[src/rtl/serial_addsub_ctrl.sv]
// rtl/serial_addsub_ctrl.sv - bit-serial add/subtract controller, LSB first, one bit per clock
// addsub_halffull is the shared one-bit add/subtract cell; serial_addsub_ctrl sequences it.

module addsub_halffull (
  input  logic i_a,
  input  logic i_b,
  input  logic i_c,
  input  logic i_mode_addsub,
  input  logic i_mode_halffull,
  output logic o_s,
  output logic o_c
);

  logic w_c_eff;

  // Half mode ignores the incoming carry/borrow entirely.
  assign w_c_eff = i_c & i_mode_halffull;
  assign o_s     = i_a ^ i_b ^ w_c_eff;
  assign o_c     = (w_c_eff & (i_a ^ i_b ^ i_mode_addsub)) | ((i_a ^ i_mode_addsub) & i_b);

endmodule

module serial_addsub_ctrl #(
  parameter int WIDTH = 8
) (
  input  logic             clock,
  input  logic             reset,
  input  logic             start,
  input  logic             mode_addsub,
  input  logic             mode_halffull,
  input  logic             carryborrow_in,
  input  logic [WIDTH-1:0] operand_a,
  input  logic [WIDTH-1:0] operand_b,
  output logic             busy,
  output logic             done,
  output logic [WIDTH-1:0] result,
  output logic             carryborrow_out,
  output logic             overflow
);

  localparam int CW = (WIDTH > 2) ? $clog2(WIDTH) : 1;
  localparam logic [CW-1:0] LAST_IDX = CW'(WIDTH - 1);

  typedef enum logic [1:0] {
    S_IDLE = 2'd0,
    S_RUN  = 2'd1,
    S_DONE = 2'd2
  } state_t;

  state_t           r_state;
  state_t           w_state_next;
  logic [WIDTH-1:0] r_a;
  logic [WIDTH-1:0] r_b;
  logic             r_mode_addsub;
  logic             r_c;
  logic [CW-1:0]    r_cnt;
  logic [WIDTH-1:0] r_result;
  logic             r_cbout;
  logic             r_ovf;

  logic w_bit_a;
  logic w_bit_b;
  logic w_sum;
  logic w_c_next;
  logic w_last;
  logic w_accept;

  assign w_bit_a  = r_a[r_cnt];
  assign w_bit_b  = r_b[r_cnt];
  assign w_last   = (r_cnt == LAST_IDX);
  assign w_accept = (r_state == S_IDLE) && start;

  // Half/full selection is folded into r_c at capture, so the cell always runs in full mode.
  addsub_halffull u_cell (
    .i_a             (w_bit_a),
    .i_b             (w_bit_b),
    .i_c             (r_c),
    .i_mode_addsub   (r_mode_addsub),
    .i_mode_halffull (1'b1),
    .o_s             (w_sum),
    .o_c             (w_c_next)
  );

  always_ff @(posedge clock) begin
    if (reset) begin
      r_state <= S_IDLE;
    end else begin
      r_state <= w_state_next;
    end
  end

  always_comb begin
    w_state_next = r_state;
    busy         = 1'b0;
    done         = 1'b0;
    case (r_state)
      S_IDLE: begin
        if (start) begin
          w_state_next = S_RUN;
        end
      end
      S_RUN: begin
        busy = 1'b1;
        if (w_last) begin
          w_state_next = S_DONE;
        end
      end
      S_DONE: begin
        busy         = 1'b1;
        done         = 1'b1;
        w_state_next = S_IDLE;
      end
      default: begin
        w_state_next = S_IDLE;
      end
    endcase
  end

  always_ff @(posedge clock) begin
    if (reset) begin
      r_a           <= '0;
      r_b           <= '0;
      r_mode_addsub <= 1'b0;
      r_c           <= 1'b0;
      r_cnt         <= '0;
      r_result      <= '0;
      r_cbout       <= 1'b0;
      r_ovf         <= 1'b0;
    end else if (w_accept) begin
      r_a           <= operand_a;
      r_b           <= operand_b;
      r_mode_addsub <= mode_addsub;
      r_c           <= carryborrow_in & mode_halffull;
      r_cnt         <= '0;
    end else if (r_state == S_RUN) begin
      // Bits are written in place, so the previous result stays visible until overwritten.
      r_result[r_cnt] <= w_sum;
      r_c             <= w_c_next;
      r_cnt           <= r_cnt + CW'(1);
      if (w_last) begin
        r_cbout <= w_c_next;
        r_ovf   <= r_c ^ w_c_next;
      end
    end
  end

  assign result          = r_result;
  assign carryborrow_out = r_cbout;
  assign overflow        = r_ovf;

endmodule

[config.mk]
export PLATFORM = sky130hd
export DESIGN_NAME = serial_addsub_ctrl
export DESIGN_NICKNAME = d
export VERILOG_FILES = /design/src/rtl/serial_addsub_ctrl.sv
export SDC_FILE = /design/constraint.sdc
export NUM_CORES = 1
export LEC_CHECK = 0
export BUFFER_PORTS_ARGS = -buffer_cell sky130_fd_sc_hd__buf_2
export CELL_PAD_IN_SITES_DETAIL_PLACEMENT = 2
export CELL_PAD_IN_SITES_GLOBAL_PLACEMENT = 2
export CORE_MARGIN = 4
export CORE_UTILIZATION = 36
export CTS_BUF_LIST = sky130_fd_sc_hd__clkbuf_4 sky130_fd_sc_hd__clkbuf_8
export DETAILED_ROUTE_END_ITERATION = 10
export GPL_TIMING_DRIVEN = 0
export PLACE_DENSITY = 0.95
export SLEW_MARGIN = 15
export SYNTH_ARGS = -nofsm -noshare
export SYNTH_HDL_FRONTEND = slang
export SYNTH_HIERARCHICAL = 1
export SYNTH_SLANG_ARGS = --single-unit
[constraint.sdc]
create_clock -name clock -period 3.6 [get_ports clock]
set_clock_uncertainty 0.05 [all_clocks]
set_input_delay 0.54 -clock clock [delete_from_list [all_inputs] [get_ports clock]]
set_output_delay 0.54 -clock clock [all_outputs]
set_load 0.03 [all_outputs]
## After elaboration in Yosys (flattened, before gate mapping)

Cells that the tools add are included.

| operators by class | value |
|---|---|
| $add $sub $neg | 1 |
| magnitude comparators | 2 |
| equality and inequality tests | 5 |
| multiplexer cells | 14 |
| bitwise operators | 10 |
| reductions and logical operators | 9 |

Operators with widths:

| operator | count |
|---|---|
| bitwise mux 8 bit | 1 |
| two-way mux 1 bit | 7 |
| binary-select mux 1 bit (select 3 bit) | 2 |
| bitwise XOR 1 bit | 5 |
| less-than comparator 3 x 4 -> 1 bit (second input constant) | 1 |
| two-way mux 2 bit | 2 |
| != test 2 bit (second input constant) | 2 |
| one-hot mux 2 bit (2 select lines) | 1 |
| AND reduction 2 bit | 2 |
| OR reduction 2 bit | 2 |
| adder 3 x 1 -> 3 bit (second input constant) | 1 |
| bitwise AND 1 bit | 3 |
| demux 1 bit (select 3 bit) | 1 |
| == test 3 bit (second input constant) | 1 |
| greater-or-equal comparator 3 x 1 -> 1 bit (second input constant) | 1 |
| AND reduction 3 bit | 1 |
| == test 2 x 1 -> 1 bit (second input constant) | 1 |
| == test 2 bit (second input constant) | 1 |
| logical AND 1 bit | 2 |
| zero test 2 bit | 1 |
| nonzero test 2 bit | 1 |
| NOT 1 bit | 1 |
| OR 1 bit | 1 |

| word-level totals | value |
|---|---|
| register bits | 33 |
| bits of input ports | 22 |
| output and inout bits | 12 |
| logic and storage cells | 50 |

## Depth between registers and ports, before layout

Gate-level depths: netlist of run 1.

| logic depth | value |
|---|---|
| depth in word-level cells | 8 |
| gate-level depth with buffers | 8 |
| mapped depth without buffers | 7 |

## By module

Netlist of run 1, hierarchy kept.

Modules (own cells, without submodules):

| module | instances | cells an instance | area each (um^2) | sequential area each (um^2) |
|---|---|---|---|---|
| serial_addsub_ctrl | 1 | 165 | 1507.7 | 660.6 |
| addsub_halffull | 1 | 5 | 43.8 | 0.0 |

## Least setup slack after synthesis of run 1

Ideal clock, no wire load.

| path | value |
|---|---|
| path type | register -> register |
| start point | register r_cnt[0] |
| end point | register r_c |
| setup time | 0.132 ns |
| data arrival time | 2.088 ns |
| data required time | 3.418 ns |
| setup slack | 1.330 ns |
| cell stages (with the launch flop) | 8 |
| buffers on the path | 0 |
| period minus slack after synthesis | 2.270 ns |
| cell sequence | dfxtp_1 > mux4_1 > mux2_2 > xor2_1 > maj3_2 > mux2_2 > nand2_1 > a21oi_1 |

| between the ends | value |
|---|---|
| longest elaborated chain between the ends | 8 |
| elaborated cells between the ends (all ways) | 12 |
| those cells by class | mux (6); bitwise (6) |

Ends and longest elaborated chain:

| element | RTL line | text |
|---|---|---|
| start: declaration | 56 | `logic [CW-1:0] r_cnt;` |
| start signal: assignment | 139 | `r_cnt <= r_cnt + CW'(1);` |
| binary-select mux 1 bit (select 3 bit) * | 68 | `assign w_bit_a = r_a[r_cnt];` |
| two-way mux 1 bit (not written as such) * | 68 |  |
| named net w_bit_a | 61 | `logic w_bit_a;` |
| bitwise XOR 1 bit (2 in a row) | 19 | `assign o_c = (w_c_eff & (i_a ^ i_b ^ i_mode_addsub)) \| ((i_a ^ i_mode_addsub) & i_b);` |
| bitwise AND 1 bit | 19 |  |
| OR 1 bit * | 19 |  |
| named net w_c_next | 64 | `logic w_c_next;` |
| two-way mux 1 bit * | 135 | `end else if (r_state == S_RUN) begin` |
| two-way mux 1 bit * | 129 | `end else if (w_accept) begin` |
| end signal: assignment | 133 | `r_c <= carryborrow_in & mode_halffull;` |
| end signal: assignment | 138 | `r_c <= w_c_next;` |
| end: declaration | 55 | `logic r_c;` |

The timed path passes the listed nets; every way through them passes the cells marked *. The select of a mux whose other input is x is not followed.
A chain may end at the register's enable or synchronous reset.

## Worst setup path in the final report of run 1

| path | value |
|---|---|
| start point | register r_cnt[0] |
| end point | register r_result[1], in the netlist result[1] |

| between the ends | value |
|---|---|
| longest elaborated chain between the ends | 5 |
| elaborated cells between the ends (all ways) | 12 |
| those cells by class | order compare (2); mux (7); bitwise (2); reduce/logical (1) |

Ends and longest elaborated chain:

| element | RTL line | text |
|---|---|---|
| binary-select mux 1 bit (select 3 bit) | 69 | `assign w_bit_b = r_b[r_cnt];` |
| two-way mux 1 bit (not written as such) | 69 |  |
| named net w_bit_b | 62 | `logic w_bit_b;` |
| bitwise XOR 1 bit (2 in a row) | 18 | `assign o_s = i_a ^ i_b ^ w_c_eff;` |
| named net w_sum | 63 | `logic w_sum;` |
| bitwise mux 8 bit | 137 | `r_result[r_cnt] <= w_sum;` |
| end signal: indexed assignment | 137 |  |
| end: declaration | 57 | `logic [WIDTH-1:0] r_result;` |

The timed path passes the listed nets, and every way through them passes these cells. The select of a mux whose other input is x is not followed.

==> results of run 1 <==
## state kept, by name, indices dropped and copies added, names as in the netlist
signal,cells
r_b,8
overflow,1
r_c,1
r_cnt,3
result,8
r_a,8
carryborrow_out,1
r_mode_addsub,1
r_state,2
## power breakdown
group	switching, uW	leakage, uW	total [uW]	internal, uW
Combinational	91.7	0.000498	152	60.0
Clock	128	0.0000477	287	159
Sequential	13.3	0.000269	398	385
Total	233	0.000815	837	604
## worst register-to-register path: cells and delay by family (launching register included)
kind,cells,cell delay (ps)
AND/OR/NAND/NOR,1,200
XOR/XNOR,2,340
flip-flops,1,470
multiplexers,3,800
buffers and inverters,2,600
## final timing paths
path              startpoint         to  slack, ps  cells past startpoint
setup / recovery    r_cnt[0]  result[1]       1040                      8
hold / removal        r_b[1]     r_b[1]        400                      2
setup reg to reg    r_cnt[0]  result[1]       1040                      8
hold reg to reg       r_b[1]     r_b[1]        400                      2
## metal layers
| layer | vias to the layer above | global-route usage |
|---|---|---|
| li1 | 659 | - |
| met1 | 654 | 0.220 |
| met2 | 25 | 0.341 |
| met3 | 4 | 0.0410 |
| met4 | 0 | 0.0483 |
| met5 | - | 0 |
## Yosys cell counts
| master | n |
|---|---|
| mux2_2 | 3 |
| nand4_1 | 2 |
| inv_1 | 3 |
| nand2_1 | 37 |
| clkbuf_1 | 9 |
| ha_1 | 6 |
| maj3_2 | 1 |
| and4bb_2 | 3 |
| a211oi_1 | 1 |
| buf_2 | 5 |
| nand3_1 | 2 |
| and2_1 | 1 |
| nand2b_1 | 2 |
| o21ai_0 | 1 |
| mux4_1 | 3 |
| mux2i_1 | 10 |
| mux4_2 | 1 |
| a21oi_1 | 21 |
| a31oi_1 | 1 |
| conb_1 | 1 |
| nor2_1 | 8 |
| a21o_1 | 1 |
| nand4b_1 | 3 |
| nor3_1 | 5 |
| xnor2_1 | 3 |
| and2_0 | 1 |
| xor2_1 | 2 |
| dfxtp_1 | 33 |
| nor4b_2 | 1 |
## kinds of logic (layout without fill, tap and decap cells)
kind of cell             count (synthesis)  after routing  share of synthesized area
XOR/XNOR                                 5              5                     0.0282
other                                    1              1                    0.00242
buffers and inverters                   17             56                     0.0452
AND/OR/NAND/NOR                         65             65                      0.206
flip-flops                              33             33                      0.426
AO/OA/AOI/OAI                           25             25                     0.0847
adder cells (fa/ha/maj)                  7              7                     0.0556
multiplexers                            17             17                      0.152
## stage by stage
step / power, uW / setup WS [ps] / area [sq um] / hold WS, ps
after global placement: 548 / 1160 / 1770 / 388
final: 837 / 1040 / 1860 / 404
after detailed placement: 559 / 1100 / 1770 / 400
after CTS: 853 / 1070 / 1860 / 409
after floorplan: 508 / 1330 / 1550 / 382
after global routing: 882 / 836 / 1860 / 430
## area by class of cell
type,instances,share of cell area
tap,50,0.0336
multi-input combinational,120,0.440
timing repair buffer,32,0.0859
sequential,33,0.354
inverter,3,0.00604
buffer,14,0.0315
clock buffer,7,0.0483
==> flow_summary.json, run 1 <==
{
  "pin_count": 34,
  "synth_seq_cells": 33,
  "drv_cap": 0,
  "cts.clk_slew.worst_paths_ps": 70,
  "dp_cells": 252,
  "first_iter_violations": 22,
  "crit_top_cell": "xnor2_1",
  "num-fill-cells": 464,
  "drt_wl_total_um": 4540,
  "dpl.hpwl_um": 3470,
  "cts_tree": "yes",
  "globalplace.congestion": 0.744,
  "multi_input_area_sq_um": 821,
  "cp_num_buf_inv": 2,
  "synth_top_area_frac": 0.426,
  "grt_pass1_vias": 1462,
  "crit_path_start_kind": "register",
  "ys_seq_area_frac": 0.426,
  "tightestPinTransition_ps": 552,
  "final-max-slew-violation-count": 0,
  "wl_met1_um": 1950,
  "crit_family": "multiplexers",
  "die_x_um": 73.7,
  "grt_pass1_wl_um": 7560,
  "final_cell_mix": "buf_2 (37), nand2_1 (37), dfxtp_1 (33), a21oi_1 (21), mux2i_1 (10)",
  "dr.pass1.iters": 4,
  "rsz0062_at_grt": "no",
  "leakagePower_uw": 0.000815,
  "clk_path_buf_depth": 2,
  "cts_buffers": 5,
  "arrival_ps": 2700,
  "synth_top_cell_by_area": "dfxtp_1",
  "worstPathMaxFanout": 10,
  "top_layer": "met4",
  "fmax_mhz": 390,
  "nNetsFinal": 237,
  "outcome": "complete, no violations",
  "core_area_sq_um": 4090,
  "n_antenna_cell": 0,
  "netlist_area_sq_um": 1550,
  "drive_above_1_share": 0.254,
  "relSlewSlack": 0.632,
  "row_count": 23,
  "synth_area_leaders": "dfxtp_1 (43%), nand2_1 (9.0%), a21oi_1 (6.8%), mux2i_1 (6.5%), mux4_1 (5.1%)",
  "worst_path_max_delay_cell": "dfxtp_1",
  "postCtsHoldBufs": 0,
  "die_area_sq_um": 5420,
  "setup_viol_count_final": 0,
  "wire_per_inst_um": 17.5,
  "cts_root_buffer": "clkbuf_8",
  "drtAntennaViolNets": 0,
  "synthCells": 170,
  "cts_max_level": 2,
  "finalCritPeriodShare": 0.712,
  "clk_latency_ps": 280,
  "route.detailed.drc": 0,
  "viasPerCell": 5.18,
  "synth_cell_types": 29,
  "vias": 1342,
  "seq_area_sq_um": 661,
  "end_kind": "register",
  "min_path_type": "register to register",
  "cts.repair.resized": 0,
  "areaGrowthSynthToFinish_pct": 20.2,
  "final_core_util": 0.456,
  "dr_wl_met3_um": 156,
  "slowest_delay_ps": 470,
  "syn-mean-instance-area_sq_um": 9.13,
  "grt_antenna_before_repair": 0,
  "grt_max_degree": 11,
  "post_cts_buffers": 0,
  "final.min_clock_period_ps": 2560,
  "die_h_um": 73.7,
  "fin_cells": 259,
  "cts.sinks": 33,
  "grt_overflow": 0,
  "finalHoldViolations": 0,
  "initial_core_util": 0.380,
  "io_buffers": 32,
  "max-vdd-ir-drop_mv": 0.215,
  "finalSetupTns_ps": 0,
  "grt_util_all_layers": 0.187,
  "yosysWarnings": 6,
  "critPathKind": "register to register",
  "synth_nets": 198,
  "dr_wl_met2_um": 2390,
  "worstPathRequired_ps": 3740,
  "p_per_area_nw_per_um2": 449,
  "crit_chain": "buf_2 > mux4_2 > mux2_2 > xnor2_1 > xnor2_1 > clkbuf_1 > mux2i_1 > nor2_1"
}
No activity file was read; power rests on OpenSTA's default activity.
==> inputs of run 2 (changes only) <==
CORE_UTILIZATION = 33   (was 36)
PLACE_DENSITY = 0.92   (was 0.95)
clock period = 2.5 ns   (was 3.6 ns; I/O delays follow)
==> run 2 against run 1 <==
Against the previous run: sequential share of layout area rose by 0.13 points; register-to-register slack got worse by 930 ps; core utilization fell by 3.5 points; cell area rose by 0.40%; sequential power rose by 44%; critical path depth fell by 1; via count barely moved; largest cell class unchanged.
==> flow_summary.json, run 2 (synthesized netlist as in run 1, its figures left out) <==
{
  "final.min_clock_period_ps": 2390,
  "finalHoldViolations": 0,
  "end_kind": "register",
  "multi_input_area_sq_um": 817,
  "cts.clk_slew.worst_paths_ps": 70,
  "rsz0062_at_grt": "no",
  "grt_pass1_wl_um": 7530,
  "grt_max_degree": 11,
  "drv_cap": 0,
  "die_area_sq_um": 5860,
  "dr_wl_met3_um": 167,
  "first_iter_violations": 59,
  "postCtsHoldBufs": 0,
  "viasPerCell": 5.14,
  "setup_viol_count_final": 0,
  "wire_per_inst_um": 16.9,
  "regToRegSetupSlack_ps": 110,
  "cts_max_level": 2,
  "grt_antenna_before_repair": 0,
  "final_common_cell": "nand2_1",
  "die_x_um": 76.6,
  "top_layer": "met4",
  "areaGrowthSynthToFinish_pct": 20.6,
  "row_count": 24,
  "nNetsFinal": 237,
  "route.detailed.drc": 0,
  "drtAntennaViolNets": 0,
  "dr.pass1.iters": 4,
  "grt_util_all_layers": 0.162,
  "final_cell_mix": "nand2_1 (37), buf_2 (36), dfxtp_1 (31), a21oi_1 (21), mux2i_1 (10)",
  "grt_overflow": 0,
  "post_cts_buffers": 0,
  "num-fill-cells": 513,
  "arrival_ps": 2500,
  "outcome": "complete, no violations",
  "core_area_sq_um": 4440,
  "final_core_util": 0.421,
  "clk_path_buf_depth": 2,
  "critPathKind": "register to register",
  "die_h_um": 76.6,
  "dp_cells": 254,
  "dr_wl_met2_um": 2230,
  "leakagePower_uw": 0.000813,
  "p_per_area_nw_per_um2": 653,
  "initial_core_util": 0.349,
  "relSlewSlack": 0.632,
  "holdWs_ps": 269,
  "place_area_sq_um": 1780,
  "finalCritPeriodShare": 0.955,
  "cts_root_buffer": "clkbuf_8",
  "tightestPinTransition_ps": 552,
  "cts_buffers": 5,
  "pin_count": 34,
  "crit_path_start_kind": "register",
  "globalplace.congestion": 0.695,
  "drt_wl_total_um": 4400,
  "clk_latency_ps": 300,
  "fmax_mhz": 419,
  "n_antenna_cell": 0,
  "worstPathMaxFanout": 5,
  "grt_pass1_vias": 1480,
  "fin_cells": 261,
  "max-vdd-ir-drop_mv": 0.333,
  "vias": 1341,
  "drive_above_1_share": 0.273,
  "worstPathRequired_ps": 2610,
  "seq_area_sq_um": 666,
  "final_cell_area_sq_um": 1870,
  "cts_tree": "yes",
  "final-max-slew-violation-count": 0,
  "dpl.hpwl_um": 3070,
  "cts.sinks": 33,
  "io_buffers": 32,
  "p_total_uw": 1220,
  "min_path_type": "primary input to register",
  "wl_met1_um": 1940
}
## run 2: changes by cell type in the layout (fill, tap and decap cells not counted)
cell	previous run	this run
dfxtp_4	0	1
buf_4	0	1
buf_2	37	36
clkbuf_2	0	1
dfxtp_2	0	1
clkbuf_1	9	8
dfxtp_1	33	31
mux4_1	3	2
mux4_2	1	2
## run 2: final timing paths
| check | from | end | cells after the start |
|---|---|---|---|
| worst max register to register | r_cnt[0] | r_c | 7 |
| worst min-delay path | operand_a[4] | r_a[4] | 3 |
| worst min register to register | r_b[3] | r_b[3] | 2 |
| worst max-delay path | r_cnt[0] | r_c | 7 |
## run 2: layout make-up
type | instances | area share
timing repair buffer | 32 | 0.0856
sequential | 33 | 0.356
inverter | 3 | 0.00602
multi-input combinational | 120 | 0.436
buffer | 14 | 0.0334
clock buffer | 7 | 0.0481
tap | 52 | 0.0348
## run 2: metrics by stage
step / setup TNS (ps) / worst slack (ps)
after global routing: 0 / 7.67
after floorplan: 0 / 230
after detailed placement: -24.6 / -20.4
final: 0 / 113
after CTS: 0 / 23.0
after global placement: 0 / 37.2
## run 2: worst max-delay path, stage by stage, from the launching register on
cell and delay [ps]:
dfxtp_4 390, mux4_1 560, mux2_2 320, xor2_1 180, maj3_2 340, mux2_2 270
nand2_1 70, a21oi_1 70
## run 2: what timing repair did
item / in CTS / in global routing
hold endpoints to repair: 0 / 0
resized for setup: 2 / 5
endpoints found under the setup margin: 3 / 10
## run 2: per-layer routing
layer / vias up / global-route usage
li1: 657 / -
met1: 654 / 0.187
met5: - / 0
met2: 23 / 0.288
met3: 7 / 0.0461
met4: 0 / 0.0489
## run 2: where the power goes
| part | leakage, uW | internal [uW] | total [uW] | switching, uW |
|---|---|---|---|---|
| logic | 0.000495 | 87.6 | 218 | 131 |
| clock network | 0.0000477 | 229 | 431 | 202 |
| registers | 0.000270 | 555 | 573 | 18.4 |
